[src/rtl/cajero_automatico_pkg.sv]
// Shared types and constants for the ATM transaction controller.
package cajero_automatico_pkg;

    typedef enum logic [2:0] {
        ESPERA_TARJETA,
        INGRESO_PIN,
        ESPERA_MONTO,
        FIN,
        BLOQUEADO
    } estado_t;

    localparam int unsigned PIN_DIGITOS   = 4;
    localparam int unsigned ANCHO_DIGITO  = 4;
    localparam int unsigned ANCHO_PIN     = ANCHO_DIGITO * PIN_DIGITOS;
    localparam logic        TIPO_DEPOSITO = 1'b0;
    localparam logic        TIPO_RETIRO   = 1'b1;

endpackage

[src/rtl/cajero_automatico_verificador_pin.sv]
// PIN collector: shifts in BCD digits and compares the full PIN on the last one.
module verificador_pin
    import cajero_automatico_pkg::*;
(
    input  logic                    clock,
    input  logic                    reset,
    input  logic                    limpiar,
    input  logic                    digito_stb,
    input  logic [ANCHO_DIGITO-1:0] digito,
    input  logic [ANCHO_PIN-1:0]    pin,
    output logic                    pin_listo,
    output logic                    pin_ok
);

    localparam int unsigned ANCHO_CUENTA = $clog2(PIN_DIGITOS);
    localparam int unsigned ANCHO_REG    = ANCHO_PIN - ANCHO_DIGITO;

    // Only the earlier digits are stored; the last one is compared straight
    // from the input so the result is available in the strobe cycle.
    logic [ANCHO_REG-1:0]    registro;
    logic [ANCHO_CUENTA-1:0] cuenta;
    logic                    ultimo;
    logic [ANCHO_PIN-1:0]    ensamblado;

    assign ultimo     = (cuenta == ANCHO_CUENTA'(PIN_DIGITOS - 1));
    assign ensamblado = {registro, digito};
    assign pin_listo  = digito_stb && ultimo && !limpiar;
    assign pin_ok     = pin_listo && (ensamblado == pin);

    // Digit shift register and position counter.
    always_ff @(posedge clock or posedge reset) begin
        if (reset) begin
            registro <= '0;
            cuenta   <= '0;
        end else if (limpiar) begin
            cuenta <= '0;
        end else if (digito_stb) begin
            registro <= {registro[ANCHO_REG-ANCHO_DIGITO-1:0], digito};
            cuenta   <= ultimo ? '0 : cuenta + 1'b1;
        end
    end

endmodule

[src/rtl/cajero_automatico.sv]
// ATM controller: card acceptance, PIN check with lock-out, one deposit or withdrawal.
module cajero_automatico
    import cajero_automatico_pkg::*;
#(
    parameter int unsigned MAX_INTENTOS        = 3,
    parameter int unsigned INTENTO_ADVERTENCIA = 2,
    parameter int unsigned ANCHO_BALANCE       = 64,
    parameter int unsigned ANCHO_MONTO         = 32
) (
    input  logic                     clock,
    input  logic                     reset,
    input  logic                     tarjeta_recibida,
    input  logic                     tipo_trans,
    input  logic                     digito_stb,
    input  logic [ANCHO_DIGITO-1:0]  digito,
    input  logic [ANCHO_PIN-1:0]     pin,
    input  logic [ANCHO_BALANCE-1:0] balance_inicial,
    input  logic [ANCHO_MONTO-1:0]   monto,
    input  logic                     monto_stb,
    output logic [ANCHO_BALANCE-1:0] balance,
    output logic                     balance_actualizado,
    output logic                     entregar_dinero,
    output logic                     pin_incorrecto,
    output logic                     advertencia,
    output logic                     bloqueo,
    output logic                     fondos_insuficientes
);

    localparam int unsigned ANCHO_INT = $clog2(MAX_INTENTOS + 1);

    estado_t                  estado, estado_sig;
    logic [ANCHO_INT-1:0]     intentos, intentos_sig;
    logic [ANCHO_BALANCE-1:0] monto_ext;
    logic                     stb_pin, stb_monto, limpiar;
    logic                     pin_listo, pin_ok;

    // Card removal wins over any coincident strobe.
    assign stb_pin      = digito_stb && tarjeta_recibida && (estado == INGRESO_PIN);
    assign stb_monto    = monto_stb && tarjeta_recibida && (estado == ESPERA_MONTO);
    assign limpiar      = (estado == ESPERA_TARJETA) ||
                          ((estado == INGRESO_PIN) && !tarjeta_recibida);
    assign intentos_sig = intentos + 1'b1;
    assign monto_ext    = ANCHO_BALANCE'(monto);

    verificador_pin u_verificador (
        .clock      (clock),
        .reset      (reset),
        .limpiar    (limpiar),
        .digito_stb (stb_pin),
        .digito     (digito),
        .pin        (pin),
        .pin_listo  (pin_listo),
        .pin_ok     (pin_ok)
    );

    // State register.
    always_ff @(posedge clock or posedge reset) begin
        if (reset) estado <= ESPERA_TARJETA;
        else       estado <= estado_sig;
    end

    // Next-state logic.
    always_comb begin
        estado_sig = estado;
        unique case (estado)
            ESPERA_TARJETA: if (tarjeta_recibida) estado_sig = INGRESO_PIN;
            INGRESO_PIN: begin
                if (!tarjeta_recibida)
                    estado_sig = ESPERA_TARJETA;
                else if (pin_ok)
                    estado_sig = ESPERA_MONTO;
                else if (pin_listo && intentos_sig == ANCHO_INT'(MAX_INTENTOS))
                    estado_sig = BLOQUEADO;
            end
            ESPERA_MONTO: begin
                if (!tarjeta_recibida) estado_sig = ESPERA_TARJETA;
                else if (stb_monto)    estado_sig = FIN;
            end
            FIN:       if (!tarjeta_recibida) estado_sig = ESPERA_TARJETA;
            BLOQUEADO: estado_sig = BLOQUEADO;
            default:   estado_sig = ESPERA_TARJETA;
        endcase
    end

    // Registered outputs: balance, attempt counter and status flags.
    always_ff @(posedge clock or posedge reset) begin
        if (reset) begin
            balance              <= '0;
            intentos             <= '0;
            balance_actualizado  <= 1'b0;
            entregar_dinero      <= 1'b0;
            pin_incorrecto       <= 1'b0;
            advertencia          <= 1'b0;
            bloqueo              <= 1'b0;
            fondos_insuficientes <= 1'b0;
        end else begin
            balance_actualizado  <= 1'b0;
            entregar_dinero      <= 1'b0;
            pin_incorrecto       <= 1'b0;
            fondos_insuficientes <= 1'b0;
            if (estado == ESPERA_TARJETA && tarjeta_recibida) begin
                balance <= balance_inicial;
            end
            if (pin_ok) begin
                intentos    <= '0;
                advertencia <= 1'b0;
            end else if (pin_listo) begin
                pin_incorrecto <= 1'b1;
                intentos       <= intentos_sig;
                if (intentos_sig == ANCHO_INT'(INTENTO_ADVERTENCIA)) advertencia <= 1'b1;
                if (intentos_sig == ANCHO_INT'(MAX_INTENTOS))        bloqueo     <= 1'b1;
            end
            if (stb_monto) begin
                if (tipo_trans == TIPO_DEPOSITO) begin
                    balance             <= balance + monto_ext;
                    balance_actualizado <= 1'b1;
                end else if (monto_ext <= balance) begin
                    balance             <= balance - monto_ext;
                    balance_actualizado <= 1'b1;
                    entregar_dinero     <= 1'b1;
                end else begin
                    fondos_insuficientes <= 1'b1;
                end
            end
        end
    end

endmodule

[config.mk]
export PLATFORM = sky130hd
export DESIGN_NAME = cajero_automatico
export DESIGN_NICKNAME = d
export VERILOG_FILES = /design/src/rtl/cajero_automatico_pkg.sv /design/src/rtl/cajero_automatico_verificador_pin.sv /design/src/rtl/cajero_automatico.sv
export SDC_FILE = /design/constraint.sdc
export NUM_CORES = 1
export LEC_CHECK = 0
export CAP_MARGIN = 20
export CORE_UTILIZATION = 50
export CTS_CLUSTER_SIZE = 8
export DETAILED_ROUTE_END_ITERATION = 10
export GPL_TIMING_DRIVEN = 0
export HOLD_SLACK_MARGIN = 0.06
export PLACE_DENSITY = 0.75
export SYNTH_ARGS = -nofsm -noshare
export SYNTH_HDL_FRONTEND = slang
export SYNTH_SLANG_ARGS = --single-unit
[constraint.sdc]
create_clock -name clock -period 6.65 [get_ports clock]
set_input_delay 0.9975 -clock clock [delete_from_list [all_inputs] [get_ports clock]]
set_output_delay 0.9975 -clock clock [all_outputs]
set_load 0.05 [all_outputs]
## After elaboration in Yosys (flattened, before gate mapping)

Index checks and enable logic that the tools add are counted.

- Input port bits: 122
- Output and inout bits: 70
- Bits in registers: 89
- Word-level logic and storage cells: 81

- Multiplexer cells: 30
- Reduce and logical (&&, ||, !) cells: 21
- Add/sub/neg operators: 4
- Order comparisons: 1
- Bitwise logic cells: 2
- Equal/unequal tests: 12

Operators with widths:

| operator | count |
|---|---|
| $mux W64 | 4 |
| $add A64 B32 Y64 | 1 |
| $le A32 B64 Y1 | 1 |
| $sub A64 B32 Y64 | 1 |
| $mux W3 | 7 |
| $eq A16 B16 Y1 | 1 |
| $pmux W3 S5 | 1 |
| $mux W1 | 13 |
| $logic_and A1 B1 Y1 | 10 |
| $mux W2 | 5 |
| $eq A2 B2 Y1 const B | 3 |
| $eq A3 B2 Y1 const B | 2 |
| $reduce_bool A2 Y1 | 3 |
| $add A2 B1 Y2 const B | 2 |
| $ne A2 B2 Y1 const B | 2 |
| $ne A4 B3 Y1 const B | 1 |
| $reduce_and A2 Y1 | 2 |
| $reduce_and A4 Y1 | 1 |
| $eq A3 B1 Y1 const B | 1 |
| $eq A3 B3 Y1 const B | 1 |
| $logic_not A3 Y1 | 1 |
| $ne A3 B3 Y1 const B | 1 |
| $reduce_and A3 Y1 | 1 |
| $logic_not A1 Y1 | 2 |
| other kinds (2) | 3 |

## Depth between registers and ports, before layout

- Depth after elaboration: 10
- Mapped depth: 15
- Gate-level depth less buffers: 13

## By module

From an unflattened synthesis, not the netlist that was laid out.

- Cell total of the unflattened synthesis: 1,335
- Area total of the unflattened synthesis: 10,224.8 µm²

Modules (own cells, without submodules):

| module | cells each | instances | seq. area each (µm²) | area each (µm²) |
|---|---|---|---|---|
| cajero_automatico | 1,276 | 1 | 1,876.8 | 9,485.3 |
| verificador_pin | 59 | 1 | 350.3 | 739.5 |

## Least setup slack after synthesis

OpenSTA, ideal clock, no wires.

- Path type: input -> register
- Start point: in monto[9]
- End point: reg balance[51]
- Slack: 2.998 ns
- Arrival time: 3.526 ns
- Buffers on the path: 2
- Setup time: 0.126 ns
- Stages: 13
- Data required time: 6.524 ns
- Cell sequence: inv_1 ha_1 buf_4 nor4_4 o21ai_1 a41oi_1 a311oi_2 o2111a_2 nand2b_1 buf_4 nor4_1 xor2_1 a221o_1

- Longest elaborated chain between the ends: 4
- Elaborated cells between the ends (all ways): 6
- Classes of those cells: add/sub (2); order compare (1); mux (3)

Ends and longest elaborated chain:

| element | line | RTL |
|---|---|---|
| start: declaration | cajero_automatico.sv:18 | `input logic [ANCHO_MONTO-1:0] monto,` |
| $sub A64 B32 Y64 or $le A32 B64 Y1 (tied branches) | cajero_automatico.sv:118, cajero_automatico.sv:117 |  |
| $mux W64 | cajero_automatico.sv:117 | `end else if (monto_ext <= balance) begin` |
| $mux W64 * | cajero_automatico.sv:114 | `if (tipo_trans == TIPO_DEPOSITO) begin` |
| $mux W64 * | cajero_automatico.sv:113 | `if (stb_monto) begin` |
| end signal: assignment | cajero_automatico.sv:102 | `balance <= balance_inicial;` |
| end signal: assignment | cajero_automatico.sv:115 | `balance <= balance + monto_ext;` |
| end signal: assignment | cajero_automatico.sv:118 | `balance <= balance - monto_ext;` |
| end: declaration | cajero_automatico.sv:20 | `output logic [ANCHO_BALANCE-1:0] balance,` |

Every way passes the cells marked *; elsewhere a longest branch is shown, timed or not.
A chain may end at the register's enable or synchronous reset.

## Worst setup path after layout

- Start point: in monto[20]
- End point: reg balance[57]

The elaborated chain is that of the path after synthesis.

==> flow_summary.json <==
{
  "result_of_the_run": "finished clean",
  "synth_register_bits": 89,
  "synth_edf_count": 0,
  "boundaryPins": 192,
  "detailed_route_wire_length_per_cell_um": 24.4,
  "gp_congestion": 1.02,
  "cts_htree_levels": 3,
  "cts_hold_buf": 0,
  "wire_length_reported_by_the_detailed_router_um": 44300,
  "critPathCaptureType": "flip-flop",
  "route.met3.wl_um": 5800,
  "route.met2.wl_um": 18600,
  "netlist.top_cell.by_area": "sky130_fd_sc_hd__dfrtp_1",
  "clock_sink_count": 89,
  "clockBufferDepth": 2,
  "fp.dieArea_sq_um": 20800,
  "tritoncts_clock_tree": "built",
  "crit_path_to": "balance[57]$_DFF_PP0_",
  "first_global_vias": 11227,
  "grt_ovf": 0,
  "startpoint_type": "input port",
  "finalSetupViolations": 0,
  "crit-reg2reg-capture": "balance[55]$_DFF_PP0_",
  "initialDrtViolationCount": 1502,
  "yosys_most_used_dff": "sky130_fd_sc_hd__dfrtp_1",
  "slew_viol_final": 0,
  "top_layer": "met4",
  "share_of_the_synthesized_area_in_the_top_cell_type_pct": 22.1,
  "power.leakage_nw": 5.17,
  "synth.top_cells.by_area": "sky130_fd_sc_hd__dfrtp_1 22%, sky130_fd_sc_hd__ha_1 8.3%, sky130_fd_sc_hd__nand2_1 6.2%, sky130_fd_sc_hd__a21oi_1 4.9%, sky130_fd_sc_hd__xnor2_1 4.6%",
  "route.layer.met1.wl_um": 17900,
  "max_cap_viol_count": 0,
  "ys.warnings.count": 0,
  "final_layout_size_suffix_gt1_share_pct": 5.53,
  "antenna-diode-count": 0,
  "syn_avg_cell_area_sq_um": 7.49,
  "final_hold_viol_count": 0,
  "dpl.cell_count": 1805,
  "flow.area_growth_from_synthesis_pct": 25.4,
  "ir_drop_v": 0.000155,
  "grt_pass1_wl_um": 65500,
  "synth.top_cells.by_count": "167 x sky130_fd_sc_hd__nand2_1, 117 x sky130_fd_sc_hd__nor2_1, 98 x sky130_fd_sc_hd__a21oi_1",
  "post-route-drc-count": 0,
  "core_area_sq_um": 19700,
  "cts-buffers-inserted": 9,
  "placementRows": 51,
  "regToRegSetupSlack_ns": 2.42,
  "worst_r2r_startpoint": "balance[5]$_DFF_PP0_",
  "drt_pass1_iterations": 6,
  "critical_path.startpoint": "monto[20]",
  "worst_skew_late_latency_ns": 0.38,
  "cts_setup_buffers": 0,
  "timing.setup.tns_ns": 0,
  "period_share_pct": 74.1,
  "fin_worst_skew_ns": 0.0155,
  "post_synth_instance_area_sq_um": 10100,
  "power.density_nw_per_um2": 293,
  "number_of_standard_cells_in_the_layout_taps_in_and_fillers_out": 1821,
  "fmax_mhz": 203,
  "synthMostInstantiatedCell": "sky130_fd_sc_hd__nand2_1",
  "grt_setup_unrepaired": "no",
  "async_reset_ff_share_pct": 100,
  "pin_count_of_the_biggest_net_entering_global_routing": 53,
  "mappedNetlistNets": 1540,
  "fillerInstances": 1787,
  "timing.max_slew.rel_slack_pct": 19.4,
  "worst-setup-path-type": "in2reg",
  "final_core_utilization_pct": 64.4,
  "cts.clk_slew.worst_paths_ns": 0.09,
  "io_buffer_count": 190,
  "vias_per_cell": 6.63,
  "layout.nets": 1742,
  "tightestPinTransition_ns": 1.19,
  "hold_class": "reg2reg",
  "dpl.hpwl_um": 33700,
  "synth_cell_type_count": 88,
  "worstPathMaxFanout": 9,
  "clk_root_buffer_cell": "sky130_fd_sc_hd__clkbuf_16",
  "worst-endpoint-required_ns": 6.97,
  "reg2regPathDepth": 10,
  "antenna_found_initial": 0,
  "ant_nets": 0,
  "yosysSeqAreaShare_pct": 22.1,
  "start_util_pct": 51.4,
  "arrival_time_worst_endpoint_ns": 5.25,
  "fp.dieH_um": 144,
  "final.min_clock_period_ns": 4.93,
  "cts_resized": 0,
  "postSynthCellCount": 1349,
  "grt_usage_pct": 42.7,
  "vias": 12082,
  "die_w_um": 144
}
-- kinds of logic (layout without fill, tap and decap cells) --
kind of cell | Yosys count | in the layout | synth area share, %
muxes | 36 | 36 | 3.59
adders and majority gates | 69 | 69 | 8.70
AOI/OAI and AO/OA | 412 | 412 | 28.3
xor gates and xnor gates | 67 | 67 | 5.81
buffers and inverters | 170 | 377 | 6.95
and+or+nand+nor | 506 | 506 | 24.6
DFF | 89 | 89 | 22.1
-- registers in the layout, indices dropped and copies added (netlist names) --
name / flops
fondos_insuficientes: 1
bloqueo: 1
entregar_dinero: 1
advertencia: 1
estado: 3
u_verificador.cuenta: 2
intentos: 2
pin_incorrecto: 1
u_verificador.registro: 12
balance_actualizado: 1
balance: 64
-- report_power, final --
| group | switching (mW) | total (mW) | internal [mW] | leakage, nW |
|---|---|---|---|---|
| Clock | 0.298 | 0.565 | 0.267 | 0.140 |
| Sequential | 0.128 | 0.773 | 0.645 | 1.06 |
| Combinational | 1.56 | 2.37 | 0.819 | 3.97 |
| Total | 1.98 | 3.71 | 1.73 | 5.17 |
-- metrics by stage --
stage | hold slack [ns] | instance area (sq um) | worst slack [ns] | total power, mW
floorplan | 0.461 | 10100 | 3.00 | 2.33
global placement | 0.453 | 12300 | 1.56 | 3.06
detailed placement | 0.473 | 12400 | 1.51 | 3.07
CTS | 0.495 | 12700 | 1.90 | 3.63
global route | 0.522 | 12700 | 1.61 | 3.88
finish | 0.488 | 12700 | 1.72 | 3.71
-- how the worst min path moves through the flow --
| stage | start | endpoint | cells past startpoint |
|---|---|---|---|
| after floorplan | u_verificador.cuenta[0]$_DFFE_PP0P_ | u_verificador.cuenta[0]$_DFFE_PP0P_ | 1 |
| after global placement | bloqueo$_DFFE_PP0P_ | bloqueo$_DFFE_PP0P_ | 1 |
| after detailed placement | bloqueo$_DFFE_PP0P_ | bloqueo$_DFFE_PP0P_ | 1 |
| after CTS | bloqueo$_DFFE_PP0P_ | bloqueo$_DFFE_PP0P_ | 1 |
| after global routing | bloqueo$_DFFE_PP0P_ | bloqueo$_DFFE_PP0P_ | 1 |
| final | bloqueo$_DFFE_PP0P_ | bloqueo$_DFFE_PP0P_ | 1 |
-- worst max-delay path, stage by stage --
cell                              delay, ns
sky130_fd_sc_hd__clkdlybuf4s50_1       0.48
sky130_fd_sc_hd__inv_1                 0.05
sky130_fd_sc_hd__ha_1                  0.27
sky130_fd_sc_hd__clkbuf_1              0.24
sky130_fd_sc_hd__a21oi_1               0.46
sky130_fd_sc_hd__o21ai_0               0.30
sky130_fd_sc_hd__a21oi_1               0.18
sky130_fd_sc_hd__o211ai_1              0.19
sky130_fd_sc_hd__a211oi_1              0.73
sky130_fd_sc_hd__nand2_1               0.38
sky130_fd_sc_hd__nor4_1                0.50
sky130_fd_sc_hd__mux2_2                0.40
sky130_fd_sc_hd__nand2_1               0.05
-- layer usage --
layer	GRT usage, %	up-vias
li1	-	5364
met1	58.0	5709
met2	63.9	846
met3	9.07	163
met4	20.4	0
met5	0	-
-- cells in the final DEF (no fill, tap or decap), types with 49 or more instances in the layout --
cell type,synthesis,final
sky130_fd_sc_hd__a21oi_1,98,98
sky130_fd_sc_hd__clkbuf_1,60,60
sky130_fd_sc_hd__clkdlybuf4s50_1,0,190
sky130_fd_sc_hd__dfrtp_1,89,89
sky130_fd_sc_hd__ha_1,67,67
sky130_fd_sc_hd__inv_1,76,75
sky130_fd_sc_hd__nand2_1,167,167
sky130_fd_sc_hd__nor2_1,117,117
sky130_fd_sc_hd__o21ai_0,49,49
sky130_fd_sc_hd__xnor2_1,53,53
-- cell type report --
type | instances | area, sq um | share of cell area [%]
Buffer | 93 | 413 | 3.26
Inverter | 77 | 292 | 2.30
Clock buffer | 9 | 225 | 1.78
Sequential cell | 89 | 2230 | 17.6
Tap cell | 265 | 332 | 2.62
Clock inverter | 7 | 73.8 | 0.583
Timing Repair Buffer | 191 | 1930 | 15.2
Multi-Input combinational cell | 1090 | 7170 | 56.6
No activity file was read; power rests on OpenSTA's default activity.
==> edit, RTL diff (config.mk and constraints unchanged) <==
Add an input register stage for `monto`, with the module's reset; this delays it by one clock. The other inputs are not delayed to match.
--- a/src/rtl/cajero_automatico.sv
+++ b/src/rtl/cajero_automatico.sv
@@ -28,6 +28,16 @@
 
     localparam int unsigned ANCHO_INT = $clog2(MAX_INTENTOS + 1);
 
+    logic [ANCHO_MONTO-1:0] monto_q;
+
+    always_ff @(posedge clock or posedge reset) begin
+        if (reset) begin
+            monto_q <= '0;
+        end else begin
+            monto_q <= monto;
+        end
+    end
+
     estado_t                  estado, estado_sig;
     logic [ANCHO_INT-1:0]     intentos, intentos_sig;
     logic [ANCHO_BALANCE-1:0] monto_ext;
@@ -40,7 +50,7 @@
     assign limpiar      = (estado == ESPERA_TARJETA) ||
                           ((estado == INGRESO_PIN) && !tarjeta_recibida);
     assign intentos_sig = intentos + 1'b1;
-    assign monto_ext    = ANCHO_BALANCE'(monto);
+    assign monto_ext    = ANCHO_BALANCE'(monto_q);
 
     verificador_pin u_verificador (
         .clock      (clock),
Check against the original RTL: not equivalent (a bounded check fails within 10 cycles, from zero or initial values and one cycle with reset high).
==> edit against the unedited design <==
Combinational power grew 2%. Clock skew is essentially flat. Wire length shrank 2.4%. Sequential cell count grew 32. Synthesized area grew 7.9%. Worst setup slack gained 0.60 ns. Total power grew 18%. Largest cell class unchanged. Global-route usage shrank 3.8 points. Register-to-register slack lost 0.10 ns. Count of clock-buffer cells in the layout grew 8. Sequential power grew 31%. Largest power group unchanged. Utilization grew 0.45 points. Cell area grew 8.7%.
==> edit: results (changes against the unedited design) <==
The maximum clock skew at final layout is 0.0157 ns (was 0.0155 ns). The run finished with clean final reports. The tools report the remaining max-slew budget at the tightest pin as 12.2% (was 19.4%).

The post-synthesis net count was 1522 (was 1540); the number of global-route vias before repair was 11200 (about the same). The tools report the setup slack on the worst flop-to-flop path as 2.32 ns (was 2.42 ns). Number of non-clock inverters in the layout: 79 (was 77). The number of cell instances on the worst register-to-register path was 11 (was 10). The average routed wire per standard cell is 23.7 µm (was 24.4 µm). Classification of the worst-slack hold path: register to register (unchanged). The end of the worst register-to-register path was balance[3] (was balance[55]). Share of cell area taken by flip-flops and latches: 22.0% (was 17.6%). The number of search-and-repair iterations in the first detailed-routing pass was 8 (was 6). The clock-pin slew reported for the worst setup and hold paths after clock tree synthesis is 0.07 ns (was 0.09 ns), and the fraction of area in multi-input gates is 51.8% (was 56.6%). Cell types with the highest counts after synthesis: 133 x sky130_fd_sc_hd__nand2_1, 121 x sky130_fd_sc_hd__dfrtp_1, 105 x sky130_fd_sc_hd__nor2_1 (was 167 x sky130_fd_sc_hd__nand2_1, 117 x sky130_fd_sc_hd__nor2_1, 98 x sky130_fd_sc_hd__a21oi_1). The share of cells above drive strength 1 is 7.78% (was 5.53%). The startpoint of the worst register-to-register path was balance[27] (was balance[5]). The portion of the post-synthesis area used by sequential elements is 27.8% (was 22.1%).

The clock network area share works out to 4.28% (was 2.36%). The number of register bits inferred by synthesis was 121 (was 89). The layout buffer count excluding clock buffers works out to 283 (was 284).

The number of multi-input combinational cells was 1040 (was 1090); the layout clock buffer count was 17 (was 9). The clock buffer count from CTS was 17 (was 9); the final net count was 1733 (was 1742). Registers with the highest flip-flop counts: balance: 64 flops, monto_q: 32 flops, u_verificador.registro: 12 flops (was balance: 64 flops, u_verificador.registro: 12 flops, estado: 3 flops). Global-route wire length before repair: 65.1 mm (was 65.5 mm).

The global-route total usage across every layer is 38.9% (was 42.7%). Most area-consuming cells after synthesis: sky130_fd_sc_hd__dfrtp_1 28%, sky130_fd_sc_hd__ha_1 7.7%, sky130_fd_sc_hd__nand2_1 4.6% (was sky130_fd_sc_hd__dfrtp_1 22%, sky130_fd_sc_hd__ha_1 8.3%, sky130_fd_sc_hd__nand2_1 6.2%). The placed wire-length estimate came out at 32.5 mm (was 33.7 mm). The run gives 5.72 nW (was 5.17 nW) as the leakage dissipation. Maximum level of the CTS H-tree: 4 (was 3). The buffering overhead works out to 17.2% (was 18.5%).

The highest net fanout along the worst path is 10 (was 9). The worst hold slack came out at 0.486 ns (was 0.488 ns). Library cell contributing the largest single delay on the critical path: sky130_fd_sc_hd__clkbuf_1 (was sky130_fd_sc_hd__a211oi_1).

The biggest cell delay along the critical path is 0.65 ns (was 0.73 ns), and the number of distinct library cells after synthesis is 91 (was 88). The total of buffers placed on input and output ports was 190 (unchanged); the worst supply voltage drop on vdd was 0.172 mV (was 0.155 mV). The via density per instance is 6.51 (was 6.63), and the number of filler cells placed in the layout is 1874 (was 1787).
## edit: critical path: cells and delay by family, from the launching register on
kind	cells	cell delay [ns]
flops	1	0.41
buf+inv	3	1.20
compound gates	4	1.14
fa+ha+maj	1	0.29
simple gates	3	1.11
## edit: cell families after synthesis
| group | after synthesis | share of synthesized area, % |
|---|---|---|
| fa+ha+maj | 69 | 8.06 |
| flops | 121 | 27.8 |
| xor+xnor | 53 | 4.26 |
| compound gates | 425 | 28.9 |
| buf+inv | 170 | 6.71 |
| simple gates | 456 | 20.9 |
| mux | 37 | 3.41 |
## edit: worst max path at each step
stage | startpoint | to | slack (ns)
final | balance[27] | balance[3] | 2.32
after global routing | balance[23] | balance[3] | 2.12
after CTS | balance[23] | balance[3] | 2.50
after detailed placement | tarjeta_recibida | balance[58] | 2.15
after global placement | reset | balance[22] | 0.45
after floorplan | reset | advertencia | 2.44
## edit: layer usage
metal | global-route usage [%] | vias up | part of all wire (%)
li1 | - | 5352 | -
met1 | 52.6 | 5638 | 41
met2 | 59.4 | 765 | 44
met3 | 7.50 | 152 | 10
met4 | 18.1 | 0 | 4.6
met5 | 0 | - | 0
## edit: power by group
part | internal, mW | leakage, nW | switching, mW
Combinational | 0.838 | 4.00 | 1.57
Sequential | 0.855 | 1.43 | 0.151
Clock | 0.507 | 0.292 | 0.468
Total | 2.20 | 5.72 | 2.19
## edit: metrics by stage
step                instances  instance area (µm²)  utilization, %
floorplan                1331                10900               -
detailed placement       1798                13200            62.1
global route             1830                13800            64.9
global placement         1796                13100            61.9
finish                   1830                13800            64.9
CTS                      1830                13800            64.9
